<file path="config.mk">
export PLATFORM = sky130hd
export DESIGN_NAME = fxp_acc_dump
export DESIGN_NICKNAME = d
export VERILOG_FILES = /design/src/rtl/fxp_acc_dump.sv
export SDC_FILE = /design/constraint.sdc
export NUM_CORES = 1
export LEC_CHECK = 0
export ABC_AREA = 1
export CAP_MARGIN = 30
export CORE_ASPECT_RATIO = 0.75
export CORE_UTILIZATION = 45
export CTS_BUF_LIST = sky130_fd_sc_hd__clkbuf_16
export DETAILED_ROUTE_END_ITERATION = 12
export GPL_TIMING_DRIVEN = 0
export PLACE_DENSITY = 0.78
export REMOVE_ABC_BUFFERS = 1
export SETUP_SLACK_MARGIN = 0.2
export SLEW_MARGIN = 15
export SYNTH_ARGS = -nofsm -noshare
export SYNTH_HDL_FRONTEND = slang
export SYNTH_SLANG_ARGS = --single-unit
</file>
<file path="constraint.sdc">
create_clock -name CLK -period 2.37 [get_ports CLK]
set_input_delay 0.474 -clock CLK [delete_from_list [all_inputs] [get_ports CLK]]
set_output_delay 0.474 -clock CLK [all_outputs]
set_load 0.005 [all_outputs]
</file>
<file path="src/rtl/fxp_acc_dump.sv">
// Sums NUM_TERMS signed samples, then holds the result for one valid/ready handshake (one cycle after the last sample; input stalls while held).
// FXP_ACC_SAT_EN selects a clamped result with ovf; when undefined the result wraps and ovf is tied low.
`timescale 1ns/1ps
module fxp_acc_dump #(
  parameter int BIT_WIDTH = 16,
  parameter int NUM_TERMS = 4
) (
  input  logic                 CLK,
  input  logic                 RST,
  input  logic                 clr,
  input  logic                 in_valid,
  output logic                 in_ready,
  input  logic [BIT_WIDTH-1:0] a,
  output logic                 out_valid,
  input  logic                 out_ready,
  output logic [BIT_WIDTH-1:0] y,
  output logic                 ovf
);

  localparam int ACC_WIDTH = BIT_WIDTH + $clog2(NUM_TERMS);
  localparam int CNT_W     = $clog2(NUM_TERMS);
  localparam logic [CNT_W-1:0] LAST_CNT = CNT_W'(NUM_TERMS - 1);

  typedef enum logic {
    S_ACCUM,
    S_HOLD
  } state_t;

  state_t                 r_state;
  logic [ACC_WIDTH-1:0]   r_acc;
  logic [CNT_W-1:0]       r_cnt;
  logic                   r_out_valid;
  logic [BIT_WIDTH-1:0]   r_y;

  logic [ACC_WIDTH-1:0]   w_sum;
  logic                   w_last;
  logic [BIT_WIDTH-1:0]   w_y_next;

  assign w_sum  = r_acc + {{(ACC_WIDTH-BIT_WIDTH){a[BIT_WIDTH-1]}}, a};
  assign w_last = (r_cnt == LAST_CNT);

`ifdef FXP_ACC_SAT_EN
  localparam logic [BIT_WIDTH-1:0] Y_MAX = {1'b0, {(BIT_WIDTH-1){1'b1}}};
  localparam logic [BIT_WIDTH-1:0] Y_MIN = {1'b1, {(BIT_WIDTH-1){1'b0}}};

  logic r_ovf;
  logic w_in_range;
  logic w_ovf_next;

  // The sum fits when every bit from the output sign bit upward agrees.
  assign w_in_range = (&w_sum[ACC_WIDTH-1:BIT_WIDTH-1]) | ~(|w_sum[ACC_WIDTH-1:BIT_WIDTH-1]);
  assign w_ovf_next = ~w_in_range;
  assign w_y_next   = w_in_range ? w_sum[BIT_WIDTH-1:0] :
                      (w_sum[ACC_WIDTH-1] ? Y_MIN : Y_MAX);
  assign ovf        = r_ovf;
`else
  assign w_y_next = w_sum[BIT_WIDTH-1:0];
  assign ovf      = 1'b0;
`endif

  always_ff @(posedge CLK or posedge RST) begin
    if (RST) begin
      r_state     <= S_ACCUM;
      r_acc       <= '0;
      r_cnt       <= '0;
      r_out_valid <= 1'b0;
      r_y         <= '0;
`ifdef FXP_ACC_SAT_EN
      r_ovf       <= 1'b0;
`endif
    end else if (clr) begin
      r_state     <= S_ACCUM;
      r_acc       <= '0;
      r_cnt       <= '0;
      r_out_valid <= 1'b0;
    end else begin
      case (r_state)
        S_ACCUM: begin
          if (in_valid) begin
            if (w_last) begin
              r_y         <= w_y_next;
`ifdef FXP_ACC_SAT_EN
              r_ovf       <= w_ovf_next;
`endif
              r_out_valid <= 1'b1;
              r_state     <= S_HOLD;
            end else begin
              r_acc <= w_sum;
              r_cnt <= r_cnt + 1'b1;
            end
          end
        end
        S_HOLD: begin
          // No same-cycle refill: the freed slot accepts input from the next cycle on.
          if (out_ready) begin
            r_acc       <= '0;
            r_cnt       <= '0;
            r_out_valid <= 1'b0;
            r_state     <= S_ACCUM;
          end
        end
        default: r_state <= S_ACCUM;
      endcase
    end
  end

  assign in_ready  = (r_state == S_ACCUM);
  assign out_valid = r_out_valid;
  assign y         = r_y;

endmodule

</file>
Yosys cells after proc, flatten, opt, wreduce, memory -nomap -nowiden
Cells that the tools add are included.

storage, ports and cells
  register bits = 38
  input port bits = 21
  output and inout bits = 19

cells by class
  add/sub/neg operators = 2
  equality and inequality tests = 5
  muxes and demuxes = 20
  bitwise gates (word level) = 2
  reduce and logical (&&, ||, !) cells = 3

operators with widths
  cell                                                              count
  18-bit 2-to-1 mux                                                 4
  18-bit one-hot mux with 2 select lines                            1
  18-bit adder                                                      1
  3-bit != test (second input constant)                             3
  1-bit 2-to-1 mux                                                  8
  2-bit 2-to-1 mux                                                  4
  3-bit AND reduction                                               2
  1-bit one-hot mux with 2 select lines                             2
  2-bit one-hot mux with 2 select lines                             1
  4-bit AND reduction                                               1
  3-bit by 2-bit != test with 1-bit output (second input constant)  1
  2-bit by 1-bit adder with 2-bit output (second input constant)    1
  2-bit equality test (second input constant)                       1
  1-bit inverter                                                    2

Depth between registers and ports, before layout
  depth after elaboration = 5
  mapped depth = 11

Worst setup path before layout
OpenSTA, ideal clock, no wires.

  kind = input to register
  start = input a[0]
  end = register r_acc[6]
  arrival time = 1,659 ps
  required time = 2,253 ps
  slack = 594 ps
  stages on the path = 9
  path buffers = 0
  cells stage by stage = ha_1 > fa_1 > nand2_1 > nand2_1 > nand3b_1 > nand2_1 > or2_1 > nand3_1 > nand2_1

on the way
  word-level cells in the longest chain between the ends = 5

RTL lines
  item                                    RTL line  RTL
  from (decl)                             13        input logic [BIT_WIDTH-1:0] a,
  18-bit adder                            39        assign w_sum = r_acc + {{(ACC_WIDTH-BIT_WIDTH){a[BIT_WIDTH-1]}}, a};
  18-bit 2-to-1 mux                       80        if (w_last) begin
  18-bit 2-to-1 mux                       79        if (in_valid) begin
  18-bit one-hot mux with 2 select lines  77        case (r_state)
  18-bit 2-to-1 mux                       71        end else if (clr) begin
  to (signal assigned)                    88        r_acc <= w_sum;
  to (decl)                               30        logic [ACC_WIDTH-1:0] r_acc;

Every way passes these cells. The select of a mux whose other input is x is not followed.
A chain may end at the register's enable or synchronous reset.

Final worst setup path
  start = input a[0]
  end = register r_y[14] (netlist: y[14])

on the way
  word-level cells in the longest chain between the ends = 1

RTL lines
  item                  RTL line  RTL
  18-bit adder          39
  to (signal assigned)  81        r_y <= w_y_next;
  to (decl)             33        logic [BIT_WIDTH-1:0] r_y;

Every way passes these cells.

==> run summary <==
Layout area overhead = 25.7%
Max-Slew Margin vs Limit = 51.0%
Startpoint Class = input pin
CTS tree = yes
Drt first pass iters = 4
Via count = 2092
Initial Util = 47.2%
Fin Setup TNS = 0 ns
Vert. Die Dim = 64.2 um
Cell Area, Synth = 2320 um2
Row count = 22
Slew @ Worst Pin = 0.734 ns
Number of buffers created by CTS = 5
DP HPWL = 3810 um
Die area = 5460 um2
Layout cells sized above 1 = 5.14%
Setup Viol. Count Final = 0
H-tree depth = 2
Crit share post-route = 86.1%
Register area share after synthesis = 38.8%
Setup crit end kind = register
Yosys warnings = 0
Placed cell area = 2740 um2
Fin Hold WS = 0.476 ns
Fin nets = 407
Largest net degree at the start of global routing = 37
Hold Buf Count CTS = 0
Gr usage total = 21.1%
Ports = 40
Status = complete, no violations
Dpl cells = 420
Total power = 2.81 mW
RSZ-0062 raised after global routing = true
Mapped Cells = 328
Crit path kind = in2reg
Fin area = 2920 um2
Power per Cell Area = 963 nW/um2
Routed len/inst = 12.4 um
FF+latch area = 901 um2
Final worst setup slack = 0.328 ns
Detail Route Antenna Nets = 0
Req. time, crit path = 2.54 ns
Final std cells w/o fill = 430
Fillcell total = 482
Number of global-route vias before repair = 1983
Highest clock rate = 490 MHz
Crit path time final = 2.04 ns
Die width = 85.0 um
Clock Latency Late Sink = 0.28 ns
Area of the multi-input gates = 1200 um2
Post-synth cell types = 26
Via/cell ratio = 4.87
Hold Fails Final Rpt = 0
Post-Place Setup Slack = -0.0180 ns
IO buf count = 38
Worst min path class = reg2reg
Clock sinks = 36
Clock Path Buffers = 2
Area of the core = 4930 um2
Peak supply drop = 0.519 mV
Final Core Density = 59.3%
Final GP Congestion = 0.880
Initial antenna violation count = 0
Register clock-pin slew on the reported worst setup and hold paths = 0.06 ns
# DRC = 0
Post-Syn Area per Cell = 7.08 um2
Final wirelength = 5330 um
Clk_skew = 0.00307 ns
CP arrival = 2.21 ns
Register bit count reported by yosys = 36
# diodes = 0
Final-report max-slew violation count = 0
Grt ovf = 0
Leak = 1.62 nW
Max-Cap Viols = 0
CP Max Fanout = 4
Initial drt markers = 115
First-pass GRT wire length = 8950 um
Clock root cell = clkbuf_16
## power by group
part	total [mW]	internal [mW]	leakage, nW	switching [mW]
combinational	1.14	0.548	1.07	0.587
clock	0.742	0.493	0.0798	0.248
sequential	0.935	0.818	0.473	0.117
total	2.81	1.86	1.62	0.952
## layout make-up
cell class              count  share of cell area [%]
clock buffers               5                    4.28
clock inverters             3                    1.46
inverters                  47                    6.04
multi-input cells         239                    41.3
flip-flops and latches     36                    30.8
well taps                  60                    2.57
repair buffers             40                    13.5
## sequential cells by signal, indices dropped and copies added (netlist names)
register   flops
r_acc         16
r_state        1
y             16
out_valid      1
r_cnt          2
## metal layers
layer	track usage [%]	vias to the layer above	wire length, um
li1	-	1098	-
met1	30.0	943	2790
met2	32.7	44	2270
met3	3.88	7	213
met4	6.57	0	59
met5	0	-	0
## timing repair
action                                  in CTS  in global routing
endpoints found under the setup margin       0                 12
gates resized for setup                      0                  1
buffers inserted                             0                  2
## cells by family (layout without fill, tap and decap cells)
kind of cell	after synthesis	after routing	share of synthesized area, %
simple gates	197	197	35.8
buf+inv	53	95	9.48
flops	36	36	38.8
compound gates	19	19	4.42
fa+ha+maj	17	17	9.48
xor+xnor	5	5	1.89
other cells	1	1	0.161
## worst max-delay path, stage by stage
cell and delay (ns):
clkdlybuf4s50_1 0.41, ha_1 0.23, fa_2 0.36, nand2_1 0.07, nand2_1 0.07, nand3b_1 0.08, nand2_1 0.12, nand2_1 0.11
nand3_1 0.11, nand3_1 0.12, nand2_1 0.06
## Yosys cell counts
cell type | n | area share [%]
or2_1 | 4 | 1.1
o21ai_0 | 4 | 0.86
nand3_1 | 27 | 5.8
ha_1 | 16 | 8.6
inv_1 | 45 | 7.3
buf_6 | 1 | 0.48
o21ai_1 | 4 | 0.86
or2_4 | 1 | 0.38
conb_1 | 1 | 0.16
nand3b_1 | 4 | 1.3
nor3_1 | 3 | 0.65
inv_2 | 2 | 0.32
nor3_4 | 1 | 0.70
nand2_2 | 2 | 0.54
buf_2 | 2 | 0.43
fa_1 | 1 | 0.86
xnor2_1 | 2 | 0.75
buf_4 | 3 | 0.97
a21oi_1 | 9 | 1.9
nor2_1 | 14 | 2.3
and2_4 | 1 | 0.38
nand2_1 | 139 | 22
xor2_1 | 3 | 1.1
a22o_1 | 2 | 0.75
nand4_1 | 1 | 0.27
dfrtp_1 | 36 | 39
## worst paths after layout
path	slack, ns	start	cells after the start	to
min in group asynchronous	0.64	RST	2	y[7]$_DFFE_PP0P_
worst max register to register	0.57	r_acc[0]$_DFFE_PP0P_	10	y[14]$_DFFE_PP0P_
worst min-delay path	0.48	y[5]$_DFFE_PP0P_	2	y[5]$_DFFE_PP0P_
worst max-delay path	0.33	a[0]	11	y[14]$_DFFE_PP0P_
max in group asynchronous	1.25	RST	2	r_acc[0]$_DFFE_PP0P_
worst min register to register	0.48	y[5]$_DFFE_PP0P_	2	y[5]$_DFFE_PP0P_
## placed cells by master, fill, tap and decap left out, drive strengths merged, types with 3 or more instances in the layout
cell type / synthesis / layout
a21oi: 9 / 9
clkbuf: 0 / 5
clkdlybuf4s50: 0 / 38
dfrtp: 36 / 36
ha: 16 / 16
inv: 47 / 47
nand2: 141 / 141
nand3: 27 / 27
nand3b: 4 / 4
nor2: 14 / 14
nor3: 4 / 4
o21ai: 8 / 8
or2: 5 / 5
xor2: 3 / 3
Power figures use the tool's default switching activity.
==> edit 1: new RTL, same flow settings <==
The option `FXP_ACC_SAT_EN` is turned on by a define.
--- a/src/rtl/fxp_acc_dump.sv
+++ b/src/rtl/fxp_acc_dump.sv
@@ -1,6 +1,8 @@
 // Sums NUM_TERMS signed samples, then holds the result for one valid/ready handshake (one cycle after the last sample; input stalls while held).
 // FXP_ACC_SAT_EN selects a clamped result with ovf; when undefined the result wraps and ovf is tied low.
 `timescale 1ns/1ps
+`define FXP_ACC_SAT_EN
+
 module fxp_acc_dump #(
   parameter int BIT_WIDTH = 16,
   parameter int NUM_TERMS = 4
Check against the original RTL: not equivalent (Yosys sat finds a counterexample within 10 cycles, from zero or initial values and one cycle with RST high).
==> edit 1 against the original RTL <==
Sequential cell count rose by 3; critical path depth increased by 1; cell area increased by 27%; register-to-register slack worse by 0.48 ns; non-clock buffer count up 16; routed wire length is 31% higher; die area rose by 11%; via count grew 14%; setup slack got worse by 0.28 ns; fmax shrank 12%; area after synthesis increased by 11%; highest routed layer unchanged; clock skew rose by 0.0031 ns; count of clock-buffer cells in the layout unchanged.
Power is not compared: it rests on default switching activity, and its combinational part moved more than twofold at a synthesized area within 25%.
==> edit 1: results (changes against the original RTL) <==
| Metric | Value |
|---|---|
| Fraction of layout cells with a size suffix above 1 | `0.269 (+0.217)` |
| Non-clk buf share | `0.158 (+0.0230)` |
| Seq/Total Area, Yosys | `0.379 (-0.00871)` |
| R2R depth | `16 (+6)` |
| Placer Congestion | `0.936 (+6.4%)` |
| Status | `completed` |
| Post-CTS setup buffer count | `7 (+7)` |
| Tot Pwr | `4.72 mW` |
| Buffers on Ports | `39 (+2.6%)` |
| Inverters excl. clock | `38 (-19%)` |
| Bufs w/o clock | `56 (+40%)` |
| Initial drt markers | `200 (+74%)` |
| Post-synth cell types | `27 (+3.8%)` |
| Fraction of area in registers | `0.263 (-0.0456)` |
| XOR/XNOR share of the synthesized area | `0.0442 (+0.0254)` |
| Crit-path max cell delay | `0.46 ns (+0.05 ns)` |
| Fin Clk Skew | `0.00621 ns (+0.00313 ns)` |
| Max Fanout on Critical Path | `8 (+4)` |
| Post-synthesis adder-cell area fraction | `0.0952 (+0.000462)` |
| Vias in the first global route | `2342 (+18%)` |
| Crit path arrival time | `2.49 ns (+0.28 ns)` |
| DR vias/cell | `5.15 (+5.9%)` |
| Layout clock area frac | `0.0381 (-0.0193)` |
| Crit path to | `y[7]` |
| WL/cell | `15.2 microns (+22%)` |
| Synth Area in Compound Gates | `0.157 (+0.113)` |
| Largest net degree at the start of global routing | `38 (+2.7%)` |
| Setup crit start | `a[13]` |
| Multi-input combinational area share | `0.477 (+0.0643)` |
| Hold WC Path Type | `in2async` |
| Global-route wire length before repair | `11.2 mm (+25%)` |
| Num sequential | `39 (+8.3%)` |
| Top post-synthesis cells by count | `nand2_1, dfrtp_1, inv_1` |
| Number of nets in the layout | `426 (+4.7%)` |
| WHS | `0.386 ns (-0.0901 ns)` |
| Post-cts sizing count | `43 (+43)` |
==> edit 1: changes by cell type after synthesis, moves of 5 or more <==
cell / unedited run / this run
a22o_1: 2 / 13
a21oi_2: 0 / 11
inv_1: 45 / 38
a21oi_1: 9 / 21
nor2_1: 14 / 29
nand3_1: 27 / 14
nand2_2: 2 / 7
nand2_1: 139 / 95
o21ai_0: 4 / 10
==> edit 1: through the flow <==
stage / TNS (ns) / setup WS (ns) / instance area (sq um) / std cells
5_1_grt: -0.693 / -0.0564 / 3710 / 462
3_5_place_dp: -15.94 / -0.899 / 3060 / 439
2_1_floorplan: -6.94 / -0.340 / 2530 / 322
4_1_cts: 0 / 0.0638 / 3540 / 455
3_3_place_gp: -54.11 / -2.20 / 3010 / 436
6_report: 0 / 0.0510 / 3710 / 462
==> edit 1: layer usage <==
layer	wire (microns)	part of all wire	global-route usage	up-vias
met4	90	0.013	0.0655	0
met1	3150	0.45	0.322	1125
met2	3360	0.48	0.422	67
li1	-	-	-	1178
met5	0	0	0	-
met3	415	0.059	0.0623	10
==> edit 2: new RTL, same flow settings <==
Without the edit above. Reset style: synchronous (`RST`), changed in one clocked block.
--- a/src/rtl/fxp_acc_dump.sv
+++ b/src/rtl/fxp_acc_dump.sv
@@ -58,7 +58,7 @@
   assign ovf      = 1'b0;
 `endif
 
-  always_ff @(posedge CLK or posedge RST) begin
+  always_ff @(posedge CLK) begin
     if (RST) begin
       r_state     <= S_ACCUM;
       r_acc       <= '0;
Check against the original RTL: not equivalent (a bounded check fails within 10 cycles, from zero or initial values and one cycle with RST high; the reset may be asserted at any time).
==> edit 2 against the original RTL <==
The run now ends with DRC left; area after synthesis shrank 2.3%; setup slack lost 0.042 ns; fmax shrank 2.0%; critical path depth grew 2; sequential cell count is the same; cell area shrank 1.2%; routed wire length grew 4.8%; synthesized cell count grew 9.1%; critical endpoint is now y[10].
Power is not compared: it rests on default switching activity, and its combinational part moved more than twofold at a synthesized area within 25%.
==> edit 2: results (changes against the original RTL) <==
| Metric | Value |
|---|---|
| Reg-to-reg startpoint | `r_cnt[0]` |
| Drt first pass iters | `9 (+5)` |
| WHS | `0.466 ns (-0.00978 ns)` |
| Post-Route WL | `5.59 mm (+4.8%)` |
| Reg2reg setup slack | `0.53 ns (-0.04 ns)` |
| Max Fanout on Critical Path | `3 (-1)` |
| Async S/R FF share, synth | `0 (-1.00)` |
| Met2 Resource Use GR | `0.359 (+0.0320)` |
| GRT Util Overall | `0.222 (+0.0103)` |
| Top cells by area, synth | `dfxtp_1, nand2_1, inv_1` |
| Met1 Use GR | `0.302 (+0.00248)` |
| Status | `complete, but fails checks` |
| Fraction of layout cells with a size suffix above 1 | `0.0652 (+0.0138)` |
| Post-synthesis instance total | `358 (+9.1%)` |
| Placed cells | `444 (+5.7%)` |
| Initial drt markers | `107 (-7.0%)` |
| Largest net degree at the start of global routing | `23 (-38%)` |
| Failing checks | `DRC` |
| Crit-path max cell delay | `0.43 ns (+0.02 ns)` |
| DRC viols | `4 (+4)` |
| WL/cell | `12.3 microns (-1.1%)` |
| Dpl hpwl | `3.75 mm (-1.8%)` |
| Vias in the first global route | `2117 (+6.8%)` |
| Top post-synthesis cells by count | `nand2_1, inv_1, nor2_1` |
| Vias | `2232 (+6.7%)` |
| Fin Clk Skew | `0.00450 ns (+0.00143 ns)` |
| Met3 Track Usage GR | `0.0419 (+0.00318)` |
[edit 2: kinds of logic after synthesis]
logic type / after synthesis / synth area share
flip-flops: 36 / 0.318
XOR/XNOR: 8 / 0.0309
adder cells (fa/ha/maj): 17 / 0.0970
other: 1 / 0.00165
buffers and inverters: 64 / 0.117
AND/OR/NAND/NOR: 190 / 0.337
AO/OA/AOI/OAI: 42 / 0.0987
[edit 2: per-stage QoR]
stage / setup WS (ns) / area [sq um]
after global placement: -0.297 / 2660
after CTS: 0.223 / 2830
after detailed placement: -0.328 / 2660
final: 0.287 / 2880
after global routing: 0.132 / 2880
after floorplan: 0.551 / 2210
[edit 2: how the worst max path moves through the flow]
stage / slack (ns) / from / cells after the start / end
after CTS: 0.22 / a[0] / 13 / y[10]
after global routing: 0.13 / a[0] / 13 / y[10]
after floorplan: 0.55 / a[0] / 12 / y[14]
after detailed placement: -0.33 / in_valid / 6 / y[7]
final: 0.29 / a[0] / 13 / y[10]
after global placement: -0.30 / in_valid / 6 / y[6]
[edit 2: layer usage]
layer	wire length [microns]	vias to the layer above
met5	0	-
met4	51	0
met3	348	7
met2	2400	63
met1	2790	981
li1	-	1181
[edit 2: repair_timing]
action	in CTS	in global routing
setup endpoints to repair	14	13
pin swaps	0	7
resized for setup	2	7
setup buffers	0	3
hold buffers	0	0
gates cloned	0	1
[edit 2: critical path: cells and delay by family]
| family | cells | cell delay [ns] |
|---|---|---|
| buf+inv | 2 | 0.48 |
| compound gates | 1 | 0.14 |
| simple gates | 8 | 0.57 |
| fa+ha+maj | 2 | 0.60 |
[edit 2: cell type report]
| class | instances | share of cell area |
|---|---|---|
| Clock inverter | 3 | 0.0134 |
| Tap cell | 57 | 0.0247 |
| Multi-Input combinational cell | 259 | 0.457 |
| Sequential cell | 36 | 0.250 |
| Clock buffer | 5 | 0.0434 |
| Timing Repair Buffer | 41 | 0.140 |
| Inverter | 55 | 0.0716 |
[edit 2: power groups by stage]
stage	Clock, mW	Sequential, mW	Combinational, mW
2_1_floorplan	0	0.637	0.162
4_1_cts	0.738	0.626	0.246
5_1_grt	0.779	0.628	0.291
6_report	0.737	0.626	0.257
3_5_place_dp	0	0.639	0.242
3_3_place_gp	0	0.639	0.238
